### src/rtl/vram_arbiter.sv
// rtl/vram_arbiter.sv - VRAM port arbiter: fixed video read slot per character, queued CPU writes elsewhere
// Optional feature macro: VRAM_ARB_COALESCE_EN (merge a write into the newest unissued entry at the same address)
module vram_arbiter #(
  parameter int FIFO_DEPTH = 4
) (
  input  logic        pixClock,
  input  logic        reset,
  input  logic [2:0]  seq,
  input  logic        fetchEn,
  input  logic [14:0] vidAddr,
  output logic        vidLatch,
  input  logic        wrReq,
  input  logic [14:0] wrAddr,
  input  logic [7:0]  wrData,
  output logic        wrAck,
  output logic [14:0] vramAddr,
  output logic [7:0]  vramDataOut,
  output logic        nvramWE,
  output logic        nvramOE,
  output logic [2:0]  fifoLevel
);

  localparam int PW = (FIFO_DEPTH > 1) ? $clog2(FIFO_DEPTH) : 1;
  localparam int LW = $clog2(FIFO_DEPTH + 1);
  localparam logic [LW-1:0] FULL_LEVEL = LW'(FIFO_DEPTH);

  typedef enum logic [1:0] {IDLE, WRITE, READ, GUARD} state_t;

  state_t        state;
  state_t        nextState;
  logic [14:0]   addrMem [FIFO_DEPTH];
  logic [7:0]    dataMem [FIFO_DEPTH];
  logic [PW-1:0] wrPtr;
  logic [PW-1:0] rdPtr;
  logic [LW-1:0] level;
  logic          full;
  logic          empty;
  logic          popNow;
  logic          pushNow;

  assign full      = (level == FULL_LEVEL);
  assign empty     = (level == '0);
  assign fifoLevel = 3'(level);
  assign vidLatch  = (state == READ);

  // Slot selection: the video read and its turnaround cycle always win; writes fill the rest
  always_comb begin
    nextState = IDLE;
    if (fetchEn && seq == 3'd7)
      nextState = READ;
    else if (fetchEn && seq == 3'd6)
      nextState = GUARD;
    else if (!empty)
      nextState = WRITE;
  end

  assign popNow = (nextState == WRITE);

`ifdef VRAM_ARB_COALESCE_EN
  logic [PW-1:0] newestIdx;
  logic          coalesceHit;

  // A hit only counts while the newest entry stays queued past this edge
  assign newestIdx   = wrPtr - PW'(1);
  assign coalesceHit = wrReq && !empty && (addrMem[newestIdx] == wrAddr)
                       && !(popNow && rdPtr == newestIdx);
  assign wrAck       = wrReq && !reset && (coalesceHit || !full);
  assign pushNow     = wrAck && !coalesceHit;
`else
  assign wrAck   = wrReq && !full && !reset;
  assign pushNow = wrAck;
`endif

  // Queue storage: new entries land at the tail; a coalesced write refreshes the tail's data
  always_ff @(negedge pixClock) begin
    if (pushNow) begin
      addrMem[wrPtr] <= wrAddr;
      dataMem[wrPtr] <= wrData;
    end
`ifdef VRAM_ARB_COALESCE_EN
    else if (coalesceHit) begin
      dataMem[newestIdx] <= wrData;
    end
`endif
  end

  // Arbiter state, queue bookkeeping and registered VRAM pin drive
  always_ff @(negedge pixClock or posedge reset) begin
    if (reset) begin
      state       <= IDLE;
      wrPtr       <= '0;
      rdPtr       <= '0;
      level       <= '0;
      vramAddr    <= '0;
      vramDataOut <= '0;
      nvramWE     <= 1'b1;
      nvramOE     <= 1'b1;
    end else begin
      state <= nextState;
      if (pushNow)
        wrPtr <= wrPtr + PW'(1);
      if (popNow)
        rdPtr <= rdPtr + PW'(1);
      case ({pushNow, popNow})
        2'b10:   level <= level + LW'(1);
        2'b01:   level <= level - LW'(1);
        default: level <= level;
      endcase
      case (nextState)
        READ: begin
          vramAddr    <= vidAddr;
          vramDataOut <= '0;
          nvramWE     <= 1'b1;
          nvramOE     <= 1'b0;
        end
        WRITE: begin
          vramAddr    <= addrMem[rdPtr];
          vramDataOut <= dataMem[rdPtr];
          nvramWE     <= 1'b0;
          nvramOE     <= 1'b1;
        end
        default: begin
          vramDataOut <= '0;
          nvramWE     <= 1'b1;
          nvramOE     <= 1'b1;
        end
      endcase
    end
  end

endmodule
### config.mk
export PLATFORM = sky130hd
export DESIGN_NAME = vram_arbiter
export DESIGN_NICKNAME = d
export VERILOG_FILES = /design/src/rtl/vram_arbiter.sv
export SDC_FILE = /design/constraint.sdc
export NUM_CORES = 1
export LEC_CHECK = 0
export ABC_AREA = 1
export CAP_MARGIN = 20
export CELL_PAD_IN_SITES_DETAIL_PLACEMENT = 0
export CELL_PAD_IN_SITES_GLOBAL_PLACEMENT = 1
export CORE_MARGIN = 2
export CORE_UTILIZATION = 35
export CTS_CLUSTER_DIAMETER = 100
export CTS_CLUSTER_SIZE = 14
export DETAILED_ROUTE_END_ITERATION = 16
export PLACE_DENSITY = 0.77
export SLEW_MARGIN = 20
export SYNTH_ARGS = -nofsm -noshare
export SYNTH_HDL_FRONTEND = slang
export SYNTH_SLANG_ARGS = --single-unit
### constraint.sdc
create_clock -name pixClock -period 2.5 [get_ports pixClock]
set_clock_uncertainty 0.05 [all_clocks]
set_input_delay 0.5 -clock pixClock [delete_from_list [all_inputs] [get_ports pixClock]]
set_output_delay 0.5 -clock pixClock [all_outputs]
set_load 0.03 [all_outputs]
==> results.py <==
metrics = {
    "timing": {
        "rsz0062_at_grt": "true",
        "worst_pin_slew_ns": 0.8110,
        "setup_viol": 125,
        "fin_ws_ns": -0.6278,
        "slew_headroom": 0.4585,
        "finalMaxSlewViolations": 0,
        "final_hold_viol_count": 0,
    },
    "synthesis": {
        "seq_area_frac_synth": 0.6902,
        "yosys-top-cells-area": "edfxtp_1, dfrtn_1, nand2_1",
        "syn_area_per_cell_sq_um": 10.89,
        "synth_area_sq_mm": 0.005239,
        "synth_cells": 481,
        "synthAdderAreaFrac": 0.01576,
        "synthSimpleGateAreaFrac": 0.1782,
        "ys_seq_elements": 126,
        "synth_cell_types": 23,
        "synth_xor_area_frac": 0.006687,
        "synth_compound_area_frac": 0.02484,
        "synth_top_family_by_area": "simple AND/OR/NAND/NOR gates",
        "syn_nets": 532,
        "synth_top_area_cell": "edfxtp_1",
        "synth-warning-count": 0,
        "synthMuxAreaShare": 0,
        "synth_top_cell_area_share": 0.5273,
    },
    "global_route": {
        "grt_util_met1": 0.1824,
        "antenna_found_initial": 0,
        "grt.total_usage": 0.1603,
        "grt-ovfl-total": 0,
        "grt_start_max_net_pins": 49,
        "grt_pass1_vias": 4096,
        "use_met2": 0.2774,
        "grt_use_met3": 0.04682,
        "busiest_layer": "met2",
        "grt_pass1_wl_um": 19570,
    },
    "clock_network": {
        "clock_path_buffers": 2,
        "cts_tree": "done",
        "cts_max_level": 4,
        "path_clk_slew_ns": 0.04,
        "cts_buffers": 17,
        "root_buffer": "clkbuf_16",
        "worstSkewPairLatency_ns": 0.45,
        "cts.sinks": 126,
    },
    "worst_setup_path": {
        "path_class": "flop to primary output",
        "max_stage_delay_ns": 0.43,
        "r2r_slack_ns": 0.62,
        "cp.arrival_ns": 2.58,
        "start_kind": "flop",
        "crit_fanout": 2,
        "crit_chain": "inv_2 -> nand3_2 -> nand3_4 -> buf_6 -> inv_6 -> buf_12",
        "crit_family": "flip-flops",
        "timing.critical_path.buf_inv": 4,
        "critPathCaptureType": "primary output",
        "critical_path_required_ns": 1.95,
        "crit_slowest_cell": "dfrtn_1",
    },
    "power": {
        "p_total_w": 0.009263,
        "p_leak_nw": 3.686,
        "ir_worst_vdd_uv": 515.6,
        "power.density_mw_per_mm2": 1207,
    },
    "cells_and_area": {
        "nets": 751,
        "drive_above_1_share": 0.1964,
        "area_delta_synth_final_pct": 46.45,
        "fill_cells": 1237,
        "fin_cells": 897,
        "antenna_cells": 0,
    },
    "routing": {
        "routed_wl_um": 12110,
        "drt_iter0_drc": 215,
        "vias_per_cell": 4.436,
        "post_drt_wl_per_cell_um": 13.50,
        "firstDrtPassIters": 4,
        "postRouteAntennaNets": 0,
        "drc": 0,
        "dr_total_vias": 3979,
    },
    "die": {
        "die_x_um": 126.3,
        "dieArea_sq_mm": 0.01596,
        "start_util": 0.3591,
        "io_pins": 75,
        "die_y_um": 126.3,
        "rows": 44,
        "core_sq_mm": 0.01459,
    },
    "placed_design": {
        "gp_congestion": 0.7643,
        "dp_hpwl_um": 7836,
        "io_buffer_count": 74,
        "dpl.cell_count": 753,
    },
    "job": {
        "drv_cap": 0,
    },
    "hold_path": {
        "hp-class": "flop to flop",
    },
    "outcome": {
        "outcome": "finished with violations",
        "violations": "negative setup slack",
    },
}
## report_power, final
| part | switching (W) | internal (W) | total, W |
|---|---|---|---|
| registers | 0.000219 | 0.00273 | 0.00295 |
| clock network | 0.00124 | 0.00174 | 0.00298 |
| logic | 0.00191 | 0.00143 | 0.00334 |
| total | 0.00337 | 0.00589 | 0.00926 |
## placed cells by master (no fill, tap or decap), types with 7 or more instances in the layout
master,n
inv_1,165
nand2_1,112
edfxtp_1,92
nand3_1,61
buf_6,42
clkdlybuf4s50_1,38
nor2_1,36
buf_4,35
dfrtn_1,32
clkbuf_16,18
o21ai_0,9
o21ai_1,8
a21oi_1,8
buf_12,7
## tightest hold or removal path, stage by stage, from the launching register on
cell and delay, ns:
edfxtp_1 0.31, o21ai_1 0.05, a21oi_1 0.11
## kinds of logic (layout without fill, tap and decap cells)
kind of cell,count (synthesis),count (layout)
DFF,126,126
adders and majority gates,6,6
xor gates and xnor gates,4,4
buffers and inverters,99,331
AOI/OAI and AO/OA,26,26
and+or+nand+nor,220,220
## cell usage after synthesis
master,count
xor2_1,3
nand2_1,112
a21oi_1,8
nand3_1,63
dfstp_2,2
clkbuf_1,1
buf_6,3
edfxtp_1,92
nand4_2,1
fa_1,1
inv_1,75
inv_2,3
xnor2_1,1
nand2_4,1
nand3_2,2
ha_1,5
buf_4,10
buf_2,6
inv_4,1
o21ai_1,8
o21ai_0,10
dfrtn_1,32
nor2_1,41
## path summary, 6_finish.rpt
path,start,endpoint,cells past startpoint
setup / recovery,fifoLevel[0],wrAck,6
setup reg to reg,fifoLevel[2],fifoLevel[2],12
max in group asynchronous,reset,nvramOE,3
hold reg to reg,dataMem[3][5],vramDataOut[5],2
min in group asynchronous,reset,fifoLevel[1],3
hold / removal,dataMem[3][5],vramDataOut[5],2
## state kept, by name (all words and copies together), names as in the netlist
register,cells
addrMem,60
dataMem,32
fifoLevel,3
nvramOE,1
nvramWE,1
rdPtr,2
state,2
vramAddr,15
vramDataOut,8
wrPtr,2
## through the flow
step	hold slack [ns]	util	cell area [sq um]	setup WS (ns)	TNS, ns
final	0.3936	0.5259	7672	-0.6278	-22.27
after global routing	0.4353	0.5259	7672	-0.6684	-26.20
after CTS	0.3970	0.5193	7576	-0.7213	-15.36
after detailed placement	0.3611	0.4372	6379	-0.9922	-108.15
after global placement	0.3726	0.4372	6379	-0.9683	-102.97
after floorplan	0.3370	-	5283	-1.058	-93.86
## cell type report
class | instances | area, sq um | share of cell area
Clock buffer | 19 | 464.2 | 0.06050
Clock inverter | 107 | 476.7 | 0.06213
Inverter | 78 | 304.0 | 0.03963
Multi-Input combinational cell | 256 | 1266 | 0.1650
Sequential cell | 126 | 3616 | 0.4713
Tap cell | 184 | 230.2 | 0.03001
Timing Repair Buffer | 127 | 1315 | 0.1714
## timing repair
item / CTS / global route
pin swaps: 4 / 3
gates resized for setup: 75 / 7
endpoints found under the setup margin: 154 / 124
setup buffers: 10 / 11
hold buffers: 0 / 0
hold endpoints to repair: 0 / 0
## metal layers
| metal | up-vias | part of all wire |
|---|---|---|
| met5 | - | 0 |
| met3 | 11 | 0.057 |
| met1 | 1882 | 0.40 |
| met4 | 0 | 0.014 |
| met2 | 95 | 0.53 |
| li1 | 1991 | - |
(Power assumes the default switching activity.)
